$ cat src/rtl/param_set_pkg.sv
// Shared types and limits for the streaming SPS/PPS parameter-set decoder.
package param_set_pkg;

    localparam logic [7:0] NAL_SPS = 8'h42;
    localparam logic [7:0] NAL_PPS = 8'h44;

    localparam int NUM_SPS_DEF   = 4;
    localparam int NUM_PPS_DEF   = 8;
    localparam int MAX_WIDTH_DEF = 8192;
    localparam int MAX_UE_LZ_DEF = 16;

    localparam int MAX_CHROMA  = 3;
    localparam int MAX_BD_M8   = 7;
    localparam int MAX_QP      = 51;
    localparam int MAX_TILE_M1 = 14;

    typedef logic [2:0] state_t;
    localparam state_t IDLE      = 3'd0;
    localparam state_t PARSE_SPS = 3'd1;
    localparam state_t PARSE_PPS = 3'd2;
    localparam state_t DRAIN     = 3'd3;
    localparam state_t ERR_DRAIN = 3'd4;
    localparam state_t COMMIT    = 3'd5;
    localparam state_t ERROR     = 3'd6;

    typedef logic [2:0] err_t;
    localparam err_t ERR_NONE  = 3'd0;
    localparam err_t ERR_LZ    = 3'd1;
    localparam err_t ERR_TRUNC = 3'd2;
    localparam err_t ERR_ID    = 3'd3;
    localparam err_t ERR_RANGE = 3'd4;

    typedef enum logic [1:0] {K_NONE, K_SPS, K_PPS} kind_t;

    typedef struct packed {
        logic [7:0]  profile;
        logic [15:0] width;
        logic [15:0] height;
        logic [7:0]  fps;
        logic [1:0]  chroma;
        logic [2:0]  bd_m8;
    } sps_entry_t;

    // tile counts are stored already incremented (1 when tiles are off)
    typedef struct packed {
        logic [7:0] sps_id;
        logic [5:0] qp;
        logic       tiles;
        logic [3:0] cols;
        logic [3:0] rows;
    } pps_entry_t;

endpackage

$ cat src/rtl/param_set_decoder_if.sv
// NAL byte-stream handshake between a producer and the parameter-set decoder.
interface param_set_decoder_if;
    logic [7:0] s_data;
    logic       s_valid;
    logic       s_ready;
    logic       s_last;

    modport master (output s_data, s_valid, s_last, input s_ready);
    modport slave  (input s_data, s_valid, s_last, output s_ready);
endinterface

$ cat src/rtl/param_set_decoder_exp_golomb_reader.sv
// Bit-serial MSB-first reader: one bit per clock, ue(v) or u(n) fields.
module exp_golomb_reader #(
    parameter int MAX_UE_LZ = 16
) (
    input  logic        clk,
    input  logic        reset,
    input  logic        clr_i,
    input  logic        en_i,
    input  logic        mode_u_i,
    input  logic [3:0]  nbits_i,
    input  logic [7:0]  byte_i,
    input  logic        load_i,
    input  logic        last_seen_i,
    output logic        empty_o,
    output logic        field_valid_o,
    output logic [31:0] value_o,
    output logic        lz_overflow_o,
    output logic        truncated_o
);
    logic [7:0]  buf_q, buf_d;
    logic [3:0]  cnt_q, cnt_d;
    logic        info_q, info_d;
    logic [4:0]  lz_q, lz_d;
    logic [4:0]  n_q, n_d;
    logic [31:0] acc_q, acc_d;
    logic [31:0] acc_n;
    logic [4:0]  n_inc;
    logic        bit_c;

    assign empty_o     = (cnt_q == 4'd0);
    assign truncated_o = en_i && empty_o && last_seen_i;

    always_comb begin
        buf_d         = buf_q;
        cnt_d         = cnt_q;
        info_d        = info_q;
        lz_d          = lz_q;
        n_d           = n_q;
        acc_d         = acc_q;
        field_valid_o = 1'b0;
        value_o       = '0;
        lz_overflow_o = 1'b0;
        bit_c         = buf_q[7];
        acc_n         = {acc_q[30:0], bit_c};
        n_inc         = n_q + 5'd1;
        if (load_i) begin
            buf_d = byte_i;
            cnt_d = 4'd8;
        end else if (en_i && !empty_o) begin
            buf_d = {buf_q[6:0], 1'b0};
            cnt_d = cnt_q - 4'd1;
            if (mode_u_i) begin
                if (n_inc == {1'b0, nbits_i}) begin
                    field_valid_o = 1'b1;
                    value_o       = acc_n;
                    acc_d         = '0;
                    n_d           = '0;
                end else begin
                    acc_d = acc_n;
                    n_d   = n_inc;
                end
            end else if (!info_q) begin
                if (!bit_c) begin
                    if (lz_q == 5'(MAX_UE_LZ)) lz_overflow_o = 1'b1;
                    else lz_d = lz_q + 5'd1;
                end else if (lz_q == 5'd0) begin
                    field_valid_o = 1'b1;
                end else begin
                    info_d = 1'b1;
                    n_d    = '0;
                    acc_d  = '0;
                end
            end else if (n_inc == lz_q) begin
                field_valid_o = 1'b1;
                value_o       = ((32'd1 << lz_q) - 32'd1) + acc_n;
                info_d        = 1'b0;
                lz_d          = '0;
                n_d           = '0;
                acc_d         = '0;
            end else begin
                acc_d = acc_n;
                n_d   = n_inc;
            end
        end
        if (clr_i) begin
            cnt_d  = '0;
            info_d = 1'b0;
            lz_d   = '0;
            n_d    = '0;
            acc_d  = '0;
        end
    end

    always_ff @(posedge clk or posedge reset) begin
        if (reset) begin
            buf_q  <= '0;
            cnt_q  <= '0;
            info_q <= 1'b0;
            lz_q   <= '0;
            n_q    <= '0;
            acc_q  <= '0;
        end else begin
            buf_q  <= buf_d;
            cnt_q  <= cnt_d;
            info_q <= info_d;
            lz_q   <= lz_d;
            n_q    <= n_d;
            acc_q  <= acc_d;
        end
    end
endmodule

$ cat src/rtl/param_set_decoder.sv
// Streaming SPS/PPS parser with ID-indexed tables and activation by PPS ID.
module param_set_decoder
    import param_set_pkg::*;
#(
    parameter int NUM_SPS   = NUM_SPS_DEF,
    parameter int NUM_PPS   = NUM_PPS_DEF,
    parameter int MAX_WIDTH = MAX_WIDTH_DEF,
    parameter int MAX_UE_LZ = MAX_UE_LZ_DEF
) (
    input  logic                       clk,
    input  logic                       reset,
    param_set_decoder_if.slave         s,
    input  logic                       act_req,
    input  logic [$clog2(NUM_PPS)-1:0] act_pps_id,
    output logic                       act_ack,
    output logic                       act_error,
    output logic [7:0]                 profile,
    output logic [15:0]                width,
    output logic [15:0]                height,
    output logic [7:0]                 fps,
    output logic [1:0]                 chroma_format,
    output logic [3:0]                 bit_depth,
    output logic [5:0]                 qp,
    output logic                       tiles_enabled,
    output logic [3:0]                 tile_cols,
    output logic [3:0]                 tile_rows,
    output logic                       nal_done,
    output logic                       nal_error,
    output logic [2:0]                 err_code,
    output logic                       busy
);
    localparam int SIDW = $clog2(NUM_SPS);
    localparam int PIDW = $clog2(NUM_PPS);
    localparam int IDW  = (PIDW > SIDW) ? PIDW : SIDW;

    state_t           state_q, state_d;
    logic [2:0]       field_q, field_d;
    kind_t            kind_q, kind_d;
    logic             last_q, last_d;
    err_t             err_q, err_d;
    logic [IDW-1:0]   id_q, id_d;
    sps_entry_t       sh_sps_q, sh_sps_d;
    pps_entry_t       sh_pps_q, sh_pps_d;
    sps_entry_t       sps_tab_q [NUM_SPS];
    pps_entry_t       pps_tab_q [NUM_PPS];
    logic [NUM_SPS-1:0] sps_vld_q;
    logic [NUM_PPS-1:0] pps_vld_q;

    logic parse, fire, mode_u, last_f;
    logic [3:0]  nbits;
    err_t        fe;
    logic        rd_empty, rd_valid, rd_ovf, rd_trunc;
    logic [31:0] v;

    assign parse = (state_q == PARSE_SPS) || (state_q == PARSE_PPS);
    // once s_last is in, a parse state must not swallow the next NAL
    assign s.s_ready = parse ? (rd_empty && !last_q)
                     : (state_q == IDLE || state_q == DRAIN ||
                        state_q == ERR_DRAIN);
    assign fire = s.s_valid && s.s_ready;
    assign busy = (state_q != IDLE);

    exp_golomb_reader #(.MAX_UE_LZ(MAX_UE_LZ)) u_rd (
        .clk(clk), .reset(reset),
        .clr_i(!parse), .en_i(parse),
        .mode_u_i(mode_u), .nbits_i(nbits),
        .byte_i(s.s_data), .load_i(fire && parse),
        .last_seen_i(last_q), .empty_o(rd_empty),
        .field_valid_o(rd_valid), .value_o(v),
        .lz_overflow_o(rd_ovf), .truncated_o(rd_trunc)
    );

    always_comb begin
        mode_u = 1'b0;
        nbits  = 4'd0;
        fe     = ERR_NONE;
        last_f = 1'b0;
        if (state_q == PARSE_SPS) begin
            case (field_q)
                3'd0: if (v >= 32'(NUM_SPS)) fe = ERR_ID;
                3'd1, 3'd4: begin
                    mode_u = 1'b1;
                    nbits  = 4'd8;
                    if (field_q == 3'd4 && v == 32'd0) fe = ERR_RANGE;
                end
                3'd2, 3'd3:
                    if (v == 32'd0 || v > 32'(MAX_WIDTH)) fe = ERR_RANGE;
                3'd5: if (v > 32'(MAX_CHROMA)) fe = ERR_RANGE;
                default: begin
                    if (v > 32'(MAX_BD_M8)) fe = ERR_RANGE;
                    last_f = 1'b1;
                end
            endcase
        end else if (state_q == PARSE_PPS) begin
            case (field_q)
                3'd0: if (v >= 32'(NUM_PPS)) fe = ERR_ID;
                3'd1: if (v >= 32'(NUM_SPS)) fe = ERR_ID;
                3'd2: begin
                    mode_u = 1'b1;
                    nbits  = 4'd6;
                    if (v > 32'(MAX_QP)) fe = ERR_RANGE;
                end
                3'd3: begin
                    mode_u = 1'b1;
                    nbits  = 4'd1;
                    last_f = !v[0];
                end
                default: begin
                    if (v > 32'(MAX_TILE_M1)) fe = ERR_RANGE;
                    last_f = (field_q == 3'd5);
                end
            endcase
        end
    end

    always_comb begin
        state_d  = state_q;
        field_d  = field_q;
        kind_d   = kind_q;
        last_d   = last_q;
        err_d    = err_q;
        id_d     = id_q;
        sh_sps_d = sh_sps_q;
        sh_pps_d = sh_pps_q;
        if (fire && s.s_last) last_d = 1'b1;
        case (state_q)
            IDLE: if (fire) begin
                last_d  = s.s_last;
                field_d = 3'd0;
                err_d   = ERR_NONE;
                if (s.s_data == NAL_SPS) begin
                    kind_d  = K_SPS;
                    state_d = PARSE_SPS;
                end else if (s.s_data == NAL_PPS) begin
                    kind_d  = K_PPS;
                    state_d = PARSE_PPS;
                end else begin
                    kind_d  = K_NONE;
                    state_d = s.s_last ? COMMIT : DRAIN;
                end
            end
            PARSE_SPS, PARSE_PPS: begin
                if (rd_trunc) begin
                    err_d   = ERR_TRUNC;
                    state_d = ERROR;
                end else if (rd_ovf) begin
                    err_d   = ERR_LZ;
                    state_d = last_q ? ERROR : ERR_DRAIN;
                end else if (rd_valid && fe != ERR_NONE) begin
                    err_d   = fe;
                    state_d = last_q ? ERROR : ERR_DRAIN;
                end else if (rd_valid) begin
                    if (field_q == 3'd0) id_d = v[IDW-1:0];
                    if (state_q == PARSE_SPS) begin
                        case (field_q)
                            3'd1: sh_sps_d.profile = v[7:0];
                            3'd2: sh_sps_d.width   = v[15:0];
                            3'd3: sh_sps_d.height  = v[15:0];
                            3'd4: sh_sps_d.fps     = v[7:0];
                            3'd5: sh_sps_d.chroma  = v[1:0];
                            3'd6: sh_sps_d.bd_m8   = v[2:0];
                            default: ;
                        endcase
                    end else begin
                        case (field_q)
                            3'd1: sh_pps_d.sps_id = v[7:0];
                            3'd2: sh_pps_d.qp     = v[5:0];
                            3'd3: begin
                                sh_pps_d.tiles = v[0];
                                sh_pps_d.cols  = 4'd1;
                                sh_pps_d.rows  = 4'd1;
                            end
                            3'd4: sh_pps_d.cols = v[3:0] + 4'd1;
                            3'd5: sh_pps_d.rows = v[3:0] + 4'd1;
                            default: ;
                        endcase
                    end
                    if (last_f) state_d = last_q ? COMMIT : DRAIN;
                    else field_d = field_q + 3'd1;
                end
            end
            DRAIN:     if (fire && s.s_last) state_d = COMMIT;
            ERR_DRAIN: if (fire && s.s_last) state_d = ERROR;
            default:   state_d = IDLE;
        endcase
    end

    always_ff @(posedge clk or posedge reset) begin
        if (reset) begin
            state_q   <= IDLE;
            field_q   <= '0;
            kind_q    <= K_NONE;
            last_q    <= 1'b0;
            err_q     <= ERR_NONE;
            id_q      <= '0;
            sh_sps_q  <= '0;
            sh_pps_q  <= '0;
            sps_vld_q <= '0;
            pps_vld_q <= '0;
            for (int i = 0; i < NUM_SPS; i++) sps_tab_q[i] <= '0;
            for (int i = 0; i < NUM_PPS; i++) pps_tab_q[i] <= '0;
            nal_done  <= 1'b0;
            nal_error <= 1'b0;
            err_code  <= '0;
        end else begin
            state_q   <= state_d;
            field_q   <= field_d;
            kind_q    <= kind_d;
            last_q    <= last_d;
            err_q     <= err_d;
            id_q      <= id_d;
            sh_sps_q  <= sh_sps_d;
            sh_pps_q  <= sh_pps_d;
            nal_done  <= (state_q == COMMIT) || (state_q == ERROR);
            nal_error <= (state_q == ERROR);
            if (state_q == ERROR) err_code <= err_q;
            if (state_q == COMMIT) begin
                err_code <= ERR_NONE;
                if (kind_q == K_SPS) begin
                    sps_tab_q[id_q[SIDW-1:0]] <= sh_sps_q;
                    sps_vld_q[id_q[SIDW-1:0]] <= 1'b1;
                end else if (kind_q == K_PPS) begin
                    pps_tab_q[id_q[PIDW-1:0]] <= sh_pps_q;
                    pps_vld_q[id_q[PIDW-1:0]] <= 1'b1;
                end
            end
        end
    end

    pps_entry_t     pe;
    sps_entry_t     se;
    logic [SIDW-1:0] sid;
    logic           act_ok;

    // tables are read before this cycle's commit lands
    always_comb begin
        pe     = pps_tab_q[act_pps_id];
        sid    = pe.sps_id[SIDW-1:0];
        se     = sps_tab_q[sid];
        act_ok = pps_vld_q[act_pps_id] && sps_vld_q[sid] &&
                 (pe.sps_id < 8'(NUM_SPS));
    end

    always_ff @(posedge clk or posedge reset) begin
        if (reset) begin
            act_ack       <= 1'b0;
            act_error     <= 1'b0;
            profile       <= '0;
            width         <= '0;
            height        <= '0;
            fps           <= '0;
            chroma_format <= '0;
            bit_depth     <= '0;
            qp            <= '0;
            tiles_enabled <= 1'b0;
            tile_cols     <= '0;
            tile_rows     <= '0;
        end else begin
            act_ack   <= act_req && act_ok;
            act_error <= act_req && !act_ok;
            if (act_req && act_ok) begin
                profile       <= se.profile;
                width         <= se.width;
                height        <= se.height;
                fps           <= se.fps;
                chroma_format <= se.chroma;
                bit_depth     <= 4'd8 + {1'b0, se.bd_m8};
                qp            <= pe.qp;
                tiles_enabled <= pe.tiles;
                tile_cols     <= pe.cols;
                tile_rows     <= pe.rows;
            end
        end
    end
endmodule
$ cat src/flat_wrapper.sv
// flat-port wrapper written by rule: the top's interface ports become plain ports
module param_set_decoder_flat import param_set_pkg::*;
#(
    parameter int NUM_SPS   = NUM_SPS_DEF,
    parameter int NUM_PPS   = NUM_PPS_DEF,
    parameter int MAX_WIDTH = MAX_WIDTH_DEF,
    parameter int MAX_UE_LZ = MAX_UE_LZ_DEF
)
  (clk, reset, act_req, act_pps_id, act_ack, act_error, profile, width, height, fps, chroma_format, bit_depth, qp, tiles_enabled, tile_cols, tile_rows, nal_done, nal_error, err_code, busy, s_s_data, s_s_valid, s_s_last, s_s_ready);
  param_set_decoder_if s_i ();
  input  logic clk;
  input  logic reset;
  input  logic act_req;
  input  logic [$clog2(NUM_PPS)-1:0] act_pps_id;
  output logic act_ack;
  output logic act_error;
  output logic [7:0] profile;
  output logic [15:0] width;
  output logic [15:0] height;
  output logic [7:0] fps;
  output logic [1:0] chroma_format;
  output logic [3:0] bit_depth;
  output logic [5:0] qp;
  output logic tiles_enabled;
  output logic [3:0] tile_cols;
  output logic [3:0] tile_rows;
  output logic nal_done;
  output logic nal_error;
  output logic [2:0] err_code;
  output logic busy;
  input wire logic [$bits(s_i.s_data)-1:0] s_s_data;
  input wire logic [$bits(s_i.s_valid)-1:0] s_s_valid;
  input wire logic [$bits(s_i.s_last)-1:0] s_s_last;
  output wire logic [$bits(s_i.s_ready)-1:0] s_s_ready;
  assign s_i.s_data = s_s_data;
  assign s_i.s_valid = s_s_valid;
  assign s_i.s_last = s_s_last;
  assign s_s_ready = s_i.s_ready;
  param_set_decoder #(.NUM_SPS(NUM_SPS), .NUM_PPS(NUM_PPS), .MAX_WIDTH(MAX_WIDTH), .MAX_UE_LZ(MAX_UE_LZ)) u_core (.clk(clk), .reset(reset), .s(s_i), .act_req(act_req), .act_pps_id(act_pps_id), .act_ack(act_ack), .act_error(act_error), .profile(profile), .width(width), .height(height), .fps(fps), .chroma_format(chroma_format), .bit_depth(bit_depth), .qp(qp), .tiles_enabled(tiles_enabled), .tile_cols(tile_cols), .tile_rows(tile_rows), .nal_done(nal_done), .nal_error(nal_error), .err_code(err_code), .busy(busy));
endmodule
$ cat config.mk
export PLATFORM = sky130hd
export DESIGN_NAME = param_set_decoder_flat
export DESIGN_NICKNAME = d
export VERILOG_FILES = /design/src/rtl/param_set_pkg.sv /design/src/rtl/param_set_decoder_if.sv /design/src/rtl/param_set_decoder_exp_golomb_reader.sv /design/src/rtl/param_set_decoder.sv /design/src/flat_wrapper.sv
export SDC_FILE = /design/constraint.sdc
export NUM_CORES = 1
export LEC_CHECK = 0
export ABC_AREA = 1
export BUFFER_PORTS_ARGS = -buffer_cell sky130_fd_sc_hd__buf_2
export CORE_MARGIN = 2
export CORE_UTILIZATION = 60
export CTS_BUF_LIST = sky130_fd_sc_hd__clkbuf_4 sky130_fd_sc_hd__clkbuf_8 sky130_fd_sc_hd__clkbuf_16
export DETAILED_ROUTE_END_ITERATION = 7
export HOLD_SLACK_MARGIN = 0.08
export PLACE_DENSITY = 0.77
export SYNTH_ARGS = -nofsm -noshare
export SYNTH_HDL_FRONTEND = slang
export SYNTH_HIERARCHICAL = 1
export SYNTH_SLANG_ARGS = --single-unit
$ cat constraint.sdc
create_clock -name clk -period 29.4 [get_ports clk]
set_input_delay 0 -clock clk [delete_from_list [all_inputs] [get_ports clk]]
set_output_delay 0 -clock clk [all_outputs]
set_load 0.01 [all_outputs]
# == Yosys cells after proc, flatten, opt, wreduce, memory -nomap -nowiden ==
# Index checks and enable logic that the tools add are counted.
# totals
register_bits,629
inputBits,16
output_inout_bits,78
wordCells,385
# classes
addsub,8
magnitude_cmp,20
eq_ne,39
shifts,1
mux,138
n_bitwise,11
reduce_logical,64
# op_table
cell,count
two-way mux 31 bit,9
bitwise mux 212 bit,1
two-way mux 32 bit,6
bitwise mux 184 bit,1
two-way mux 53 bit,3
binary-select mux 53 bit (select 2 bit),1
demux 53 bit (select 2 bit),1
two-way mux 3 bit,31
two-way mux 5 bit,17
AND reduction 7 bit,12
binary-select mux 23 bit (select 3 bit),1
demux 23 bit (select 3 bit),1
two-way mux 23 bit,3
two-way mux 1 bit,37
case mux 3 bit (4 select lines),3
adder 32 bit,1
>= comparator 32 x 3 -> 1 bit (second input constant),1
>= comparator 32 x 4 -> 1 bit (second input constant),1
greater-than comparator 32 x 14 -> 1 bit (second input constant),1
greater-than comparator 32 x 2 -> 1 bit (second input constant),1
greater-than comparator 32 x 3 -> 1 bit (second input constant),1
greater-than comparator 32 x 4 -> 1 bit (second input constant),1
greater-than comparator 32 x 6 -> 1 bit (second input constant),1
logical NOT 32 bit,1
other kinds (62),145

# == Longest topological paths before layout ==
# logic_depth
word_depth,20
mapped_depth,36
ltp_nobuf,35

# == By module ==
# Netlist, hierarchy kept.
# by_module_without_submodules
module,n_inst,cells_per_inst,area_per_inst_um2,seq_area_each_um2
param_set_decoder,1,2796,24593.6,14388.8
exp_golomb_reader,1,1045,6436.2,1351.3

# == Worst setup path after synthesis ==
# OpenSTA, ideal clock, no wires.
# synth_path
path_kind,reg-to-reg
start,register u_core.u_rd.lz_q[1]
end,register u_core/sh_sps_q[14] in the netlist's numbering
setup_ps,74
t_arrival_ps,4441
t_required_ps,29326
slack_ps,24885
path_stages_with_launch,32
path_buffers,2
synth_period_minus_slack_ps,4515
cell_sequence,dfrtp_1 inv_1 ha_1 buf_1 nand4_1 ha_1 inv_1 ha_1 fa_1 nand3_1 nand3_1 nand3_1 nand3_1 or2_2 nand3_1 a21oi_1 nor2_1 nand2_1 nor2_4 nand2_1 nor2_2 nor2_1 nor2_1 nand3_1 nand2_1 nand3_2 nand2_4 nand4_4 nor2_4 buf_4 nand2_1 o21ai_2
# synth_via
elab_chain_len,17
elab_cells_between_ends,51
cone_classes,add/sub: 2; order compare: 7; eq/ne: 2; shift: 1; mux: 30; bitwise: 2; reduce/logical: 7
# synth_rtl
item,line_no,text
from (decl),param_set_decoder_exp_golomb_reader.sv:23,"logic [4:0] lz_q, lz_d;"
from (signal assigned),param_set_decoder_exp_golomb_reader.sv:106,lz_q <= lz_d;
<< shifter 1 x 5 -> 32 bit,param_set_decoder_exp_golomb_reader.sv:75,value_o = ((32'd1 << lz_q) - 32'd1) + acc_n;
subtractor 32 x 1 -> 32 bit,param_set_decoder_exp_golomb_reader.sv:75,
adder 32 bit,param_set_decoder_exp_golomb_reader.sv:75,
two-way mux 32 bit (*),param_set_decoder_exp_golomb_reader.sv:73,end else if (n_inc == lz_q) begin
two-way mux 32 bit (*),param_set_decoder_exp_golomb_reader.sv:62,end else if (!info_q) begin
two-way mux 32 bit (*),param_set_decoder_exp_golomb_reader.sv:52,if (mode_u_i) begin
two-way mux 32 bit (*),param_set_decoder_exp_golomb_reader.sv:49,end else if (en_i && !empty_o) begin
two-way mux 32 bit (*),param_set_decoder_exp_golomb_reader.sv:46,if (load_i) begin
named net u_core.v[13],param_set_decoder.sv:53,logic [31:0] v;
[1 not listed],-,
"two-way mux 2 bit, or another cell as far along","param_set_decoder.sv:80, param_set_decoder.sv:97",
"case mux 3 bit (4 select lines), or another cell as far along",param_set_decoder.sv:95,case (field_q)
two-way mux 3 bit or case mux 3 bit (4 select lines) (tied branches),"param_set_decoder.sv:94, param_set_decoder.sv:79",
two-way mux 3 bit (*),param_set_decoder.sv:78,if (state_q == PARSE_SPS) begin
nonzero test 3 bit (*),param_set_decoder.sv:149,end else if (rd_valid && fe != ERR_NONE) begin
logical AND 1 bit (*),param_set_decoder.sv:149,
NOT 1 bit (no line) (*),-,
AND reduction 7 bit (no line) (*),-,
to (signal assigned),param_set_decoder.sv:212,sh_sps_q <= sh_sps_d;
to (decl),param_set_decoder.sv:42,"sps_entry_t sh_sps_q, sh_sps_d;"
# Mark *: on every way through the listed nets, which the timed path passes. The rest lies on a longest branch.
# A chain may end at the register's enable or synchronous reset.

# == Final worst setup path ==
# layout_path
start,register u_core.field_q[1]
end,register u_core/sh_sps_q[15] in the netlist's numbering
# layout_via
elab_cells_between_ends,55
cone_classes,order compare: 7; eq/ne: 6; mux: 31; bitwise: 2; reduce/logical: 9
# layout_rtl
item,line_no,text
from (decl),param_set_decoder.sv:37,"logic [2:0] field_q, field_d;"
from (signal assigned),param_set_decoder.sv:207,field_q <= field_d;
equality test 3 x 2 -> 1 bit,param_set_decoder.sv:95,
OR reduction 2 bit (no line),-,
two-way mux 1 bit,param_set_decoder.sv:95,
two-way mux 1 bit,param_set_decoder.sv:94,end else if (state_q == PARSE_PPS) begin
two-way mux 1 bit (*),param_set_decoder.sv:78,
named net u_core.mode_u,param_set_decoder.sv:49,"logic parse, fire, mode_u, last_f;"
two-way mux 32 bit (*),param_set_decoder_exp_golomb_reader.sv:52,
two-way mux 32 bit (*),param_set_decoder_exp_golomb_reader.sv:49,
[1 not listed],-,
named net u_core.v[3],param_set_decoder.sv:53,
[1 not listed],-,
"two-way mux 2 bit, or another cell as far along","param_set_decoder.sv:80, param_set_decoder.sv:97",
"case mux 3 bit (4 select lines), or another cell as far along",param_set_decoder.sv:95,
two-way mux 3 bit or case mux 3 bit (4 select lines) (tied branches),"param_set_decoder.sv:94, param_set_decoder.sv:79",
two-way mux 3 bit (*),param_set_decoder.sv:78,
nonzero test 3 bit (*),param_set_decoder.sv:149,
logical AND 1 bit (*),param_set_decoder.sv:149,
NOT 1 bit (no line) (*),-,
AND reduction 7 bit (no line) (*),-,
# Marked as above.

==> qor.log <==
qor: yosys.synth_compound_gate_area_share 0.163
qor: yosys.synth_top_family_by_area simple AND/OR/NAND/NOR gates
qor: drt.route.detailed.wl_per_inst 17.2 um
qor: drt.route.detailed.drc 0
qor: clock_tree.cts_tree built
qor: final_layout.syn_to_final_growth 10.5%
qor: timing.rsz0062_at_grt no
qor: timing.setup_tns 0 ns
qor: global_routing.grt_overflow_total 0
qor: yosys.syn-mean-instance-area 8.08 um2
qor: final_layout.fillCellCount 4215
qor: worst_setup_path.crit_start u_core/field_q[1]$_DFFE_PP0P_
qor: place.post-place-cells 4444
qor: clock_tree.postCtsResizedCells 0
qor: place.dpl.hpwl 48600 um
qor: yosys.post_synth_main_area_contributors sky130_fd_sc_hd__dfrtp_1, sky130_fd_sc_hd__nand2_1, sky130_fd_sc_hd__o21ai_0
qor: worst_setup_path.rrSetupSlack 23.30 ns
qor: timing.skew 0.0310 ns
qor: floorplanning.core_area 51200 um2
qor: worst_setup_path.worst_path_max_delay_cell sky130_fd_sc_hd__nor3_4
qor: yosys.yosys.area_share.simple 0.209
qor: run.max-cap-violations 0
qor: yosys.synth_seq_area_share 0.507
qor: yosys.syn_area 31000 um2
qor: worst_setup_path.start_kind flop
qor: worst_setup_path.worstRegToRegCells 25
qor: worst_setup_path.timing.critical_path.slowest_cell_delay 0.85 ns
qor: clock_tree.htree_num_levels 3
qor: worst_setup_path.criticalPathCategory flop to flop
qor: power.vdd_drop_max 0.0528 mV
qor: timing.max-slew-margin-rel 0.242
qor: floorplanning.boundaryPins 94
qor: final_layout.antenna_cells 0
qor: drt.postRouteWirelength 78600 um
qor: timing.timing.final.hold_violations 0
qor: worst_setup_path.r2r_start u_core/field_q[1]$_DFFE_PP0P_
qor: clock_tree.clk_transition_reported_paths 0.07 ns
qor: worst_setup_path.cp.arrival 6.56 ns
qor: drt.ant_nets 0
qor: place.port_buffers 93
qor: yosys.muxShareOfSynthArea 0
qor: floorplanning.die_y 231 um
qor: clock_tree.clockBufferDepth 3
qor: yosys.synth_fa_ha_area_frac 0.0317
qor: final_layout.final_cell_count_no_fill 4581
qor: yosys.synth_enable_flop_cells 0
qor: final_layout.multi_input_area 12700 um2
qor: global_routing.global_route_usage_sum 0.299
qor: yosys.yosys-top-cells-count sky130_fd_sc_hd__nand2_1, sky130_fd_sc_hd__dfrtp_1, sky130_fd_sc_hd__o21ai_0
qor: drt.dr.pass1.iters 7
qor: yosys.synth.largest_area_cell sky130_fd_sc_hd__dfrtp_1
qor: floorplanning.starting_utilization_of_the_core_area 0.606
qor: clock_tree.worstSkewPairLatency 0.62 ns
qor: worst_setup_path.capturing_point_of_the_worst_reg2reg_path u_core/sh_sps_q[15]$_DFFE_PP0P_
qor: place.pre_cts_slack 23.40 ns
qor: timing.fin_crit 6.10 ns
qor: yosys.synth_largest_type_area_fraction 0.507
qor: clock_tree.number_of_sinks_driven_by_the_clock_tree 629
qor: yosys.post_synth_num_cell_types 51
qor: clock_tree.ctsRootBufferMaster sky130_fd_sc_hd__clkbuf_16
qor: floorplanning.die_area 53600 um2
qor: yosys.yosys_warnings 6
qor: global_routing.number_of_antenna_violations_at_the_first_check_in_global_routing 0
qor: drt.drt_first_iter_violations 2695
qor: yosys.synth.most_common_cell sky130_fd_sc_hd__nand2_1
qor: timing.setup_viol 0
qor: power.power.total 2.52 mW
qor: status.run_status complete, no violations
qor: final_layout.final-seq-area 15700 um2
qor: yosys.proportion_of_synthesized_flip_flops_having_asynchronous_set_or_reset 1.00
qor: yosys.synth_xor_area_frac 0.00419
qor: clock_tree.cts_made_buffers 66
qor: yosys.postSynthNetCount 3935
qor: place.globalplace.congestion 0.939
qor: timing.timing.final.crit_share 0.208
qor: timing.maxClockFrequency 164 MHz
qor: worst_setup_path.endpoint_kind flop
qor: yosys.cells_after_synth 3841
qor: yosys.ys_ff_latch 629
qor: final_layout.final_layout_size_suffix_gt1_frac 0.0877
qor: drt.dr_total_vias 26062
qor: drt.via_count_normalized_by_instance_count 5.69
qor: timing.setup_slack 23.30 ns
qor: global_routing.number_of_global_route_vias_before_repair 24823
qor: worst_setup_path.worst-path-max-fanout 31
qor: floorplanning.placementRows 83
qor: power.power_per_cell_area 73.3 nW/um2
qor: yosys.ys_dominant_reg_cell sky130_fd_sc_hd__dfrtp_1
qor: global_routing.grt_start_max_net_pins 177
qor: timing.finalMaxSlewViolations 0
qor: power.power.leakage 16.7 nW
qor: global_routing.grt_first_pass_wirelength 129000 um
qor: hold_path.min-delay-path-class primary input to asynchronous set/reset pin
qor: worst_setup_path.worst_ep_required_time 29.85 ns
qor: final_layout.design.final.nets 3944
qor: floorplanning.floorplan.die.width 231 um
qor: timing.tightest_slew 1.14 ns
cell type report:
cell class | instances | share of cell area
multi-input combinational | 2562 | 0.371
clock buffer | 99 | 0.0589
timing repair buffer | 143 | 0.0266
inverter | 448 | 0.0493
sequential | 629 | 0.459
tap | 680 | 0.0248
clock inverter | 20 | 0.0100
stage by stage:
stage	hold slack (ns)	utilization	cell area, um2
global placement	0.0633	0.620	31800
CTS	0.0807	0.670	34300
global route	0.120	0.670	34300
detailed placement	0.0623	0.620	31800
finish	0.0477	0.670	34300
floorplan	0.105	-	31000
how the worst max path moves through the flow:
stage | to | slack [ns] | cells after the start
after detailed placement | u_core/sh_sps_q[15]$_DFFE_PP0P_ | 23.40 | 27
after floorplan | asynchronous set/reset pin | 13.31 | 1
after global routing | u_core/sh_sps_q[15]$_DFFE_PP0P_ | 22.69 | 26
after CTS | u_core/sh_sps_q[15]$_DFFE_PP0P_ | 23.34 | 27
after global placement | u_core/sh_sps_q[27]$_DFFE_PP0P_ | 23.55 | 25
final | u_core/sh_sps_q[15]$_DFFE_PP0P_ | 23.30 | 25
critical path, delay by kind of cell, from the launching register on:
family                   cells  cell delay (ns)
AND/OR/NAND/NOR             16             3.34
flip-flops                   1             0.46
adder cells (fa/ha/maj)      1             0.16
buffers and inverters        4             0.61
AO/OA/AOI/OAI                4             1.37
report_power, final:
part	total (mW)	internal (mW)	leakage (nW)	switching (mW)
clock network	0.897	0.549	1.19	0.348
registers	0.989	0.945	8.32	0.0435
logic	0.630	0.191	7.17	0.439
metal layers:
layer	track usage	wire, um	share of wire
met1	0.411	33900	0.43
met2	0.484	37600	0.48
met3	0.0438	4760	0.061
met4	0.111	2310	0.029
met5	0	0	0
registers in the layout, summed over array words and instances, names as in the netlist, 16 cells and up, named ones only:
| name | flops |
|---|---|
| u_core/width | 16 |
| u_core/u_rd/acc_q | 31 |
| u_core/sh_sps_q | 53 |
| u_core/sh_pps_q | 23 |
| u_core/height | 16 |
| u_core/pps_tab_q | 184 |
| u_core/sps_tab_q | 212 |
kinds of logic after synthesis:
logic type                 after synthesis
and+or+nand+nor                       1574
AOI/OAI and AO/OA                      896
buffers and inverters                  650
DFF                                    629
adders and majority gates               78
xor gates and xnor gates                14
cells in the final DEF, fill, tap and decap left out, drive strengths merged, types with 9 or more instances in the layout:
cell type	count
o32ai	53
or2	10
a21oi	182
ha	77
dfrtp	629
dlygate4sd3	18
inv	445
buf	125
nor3	24
clkbuf	99
o21ai	598
a221o	30
nand2	949
clkinv	14
nand3	156
nor2	370
xnor2	9
nand4	41
nor4	13
what timing repair did:
item | CTS | global route
hold endpoints to repair | 167 | 0
hold buffers | 18 | 0
buffers inserted | 0 | 0
(Power assumes the default switching activity.)
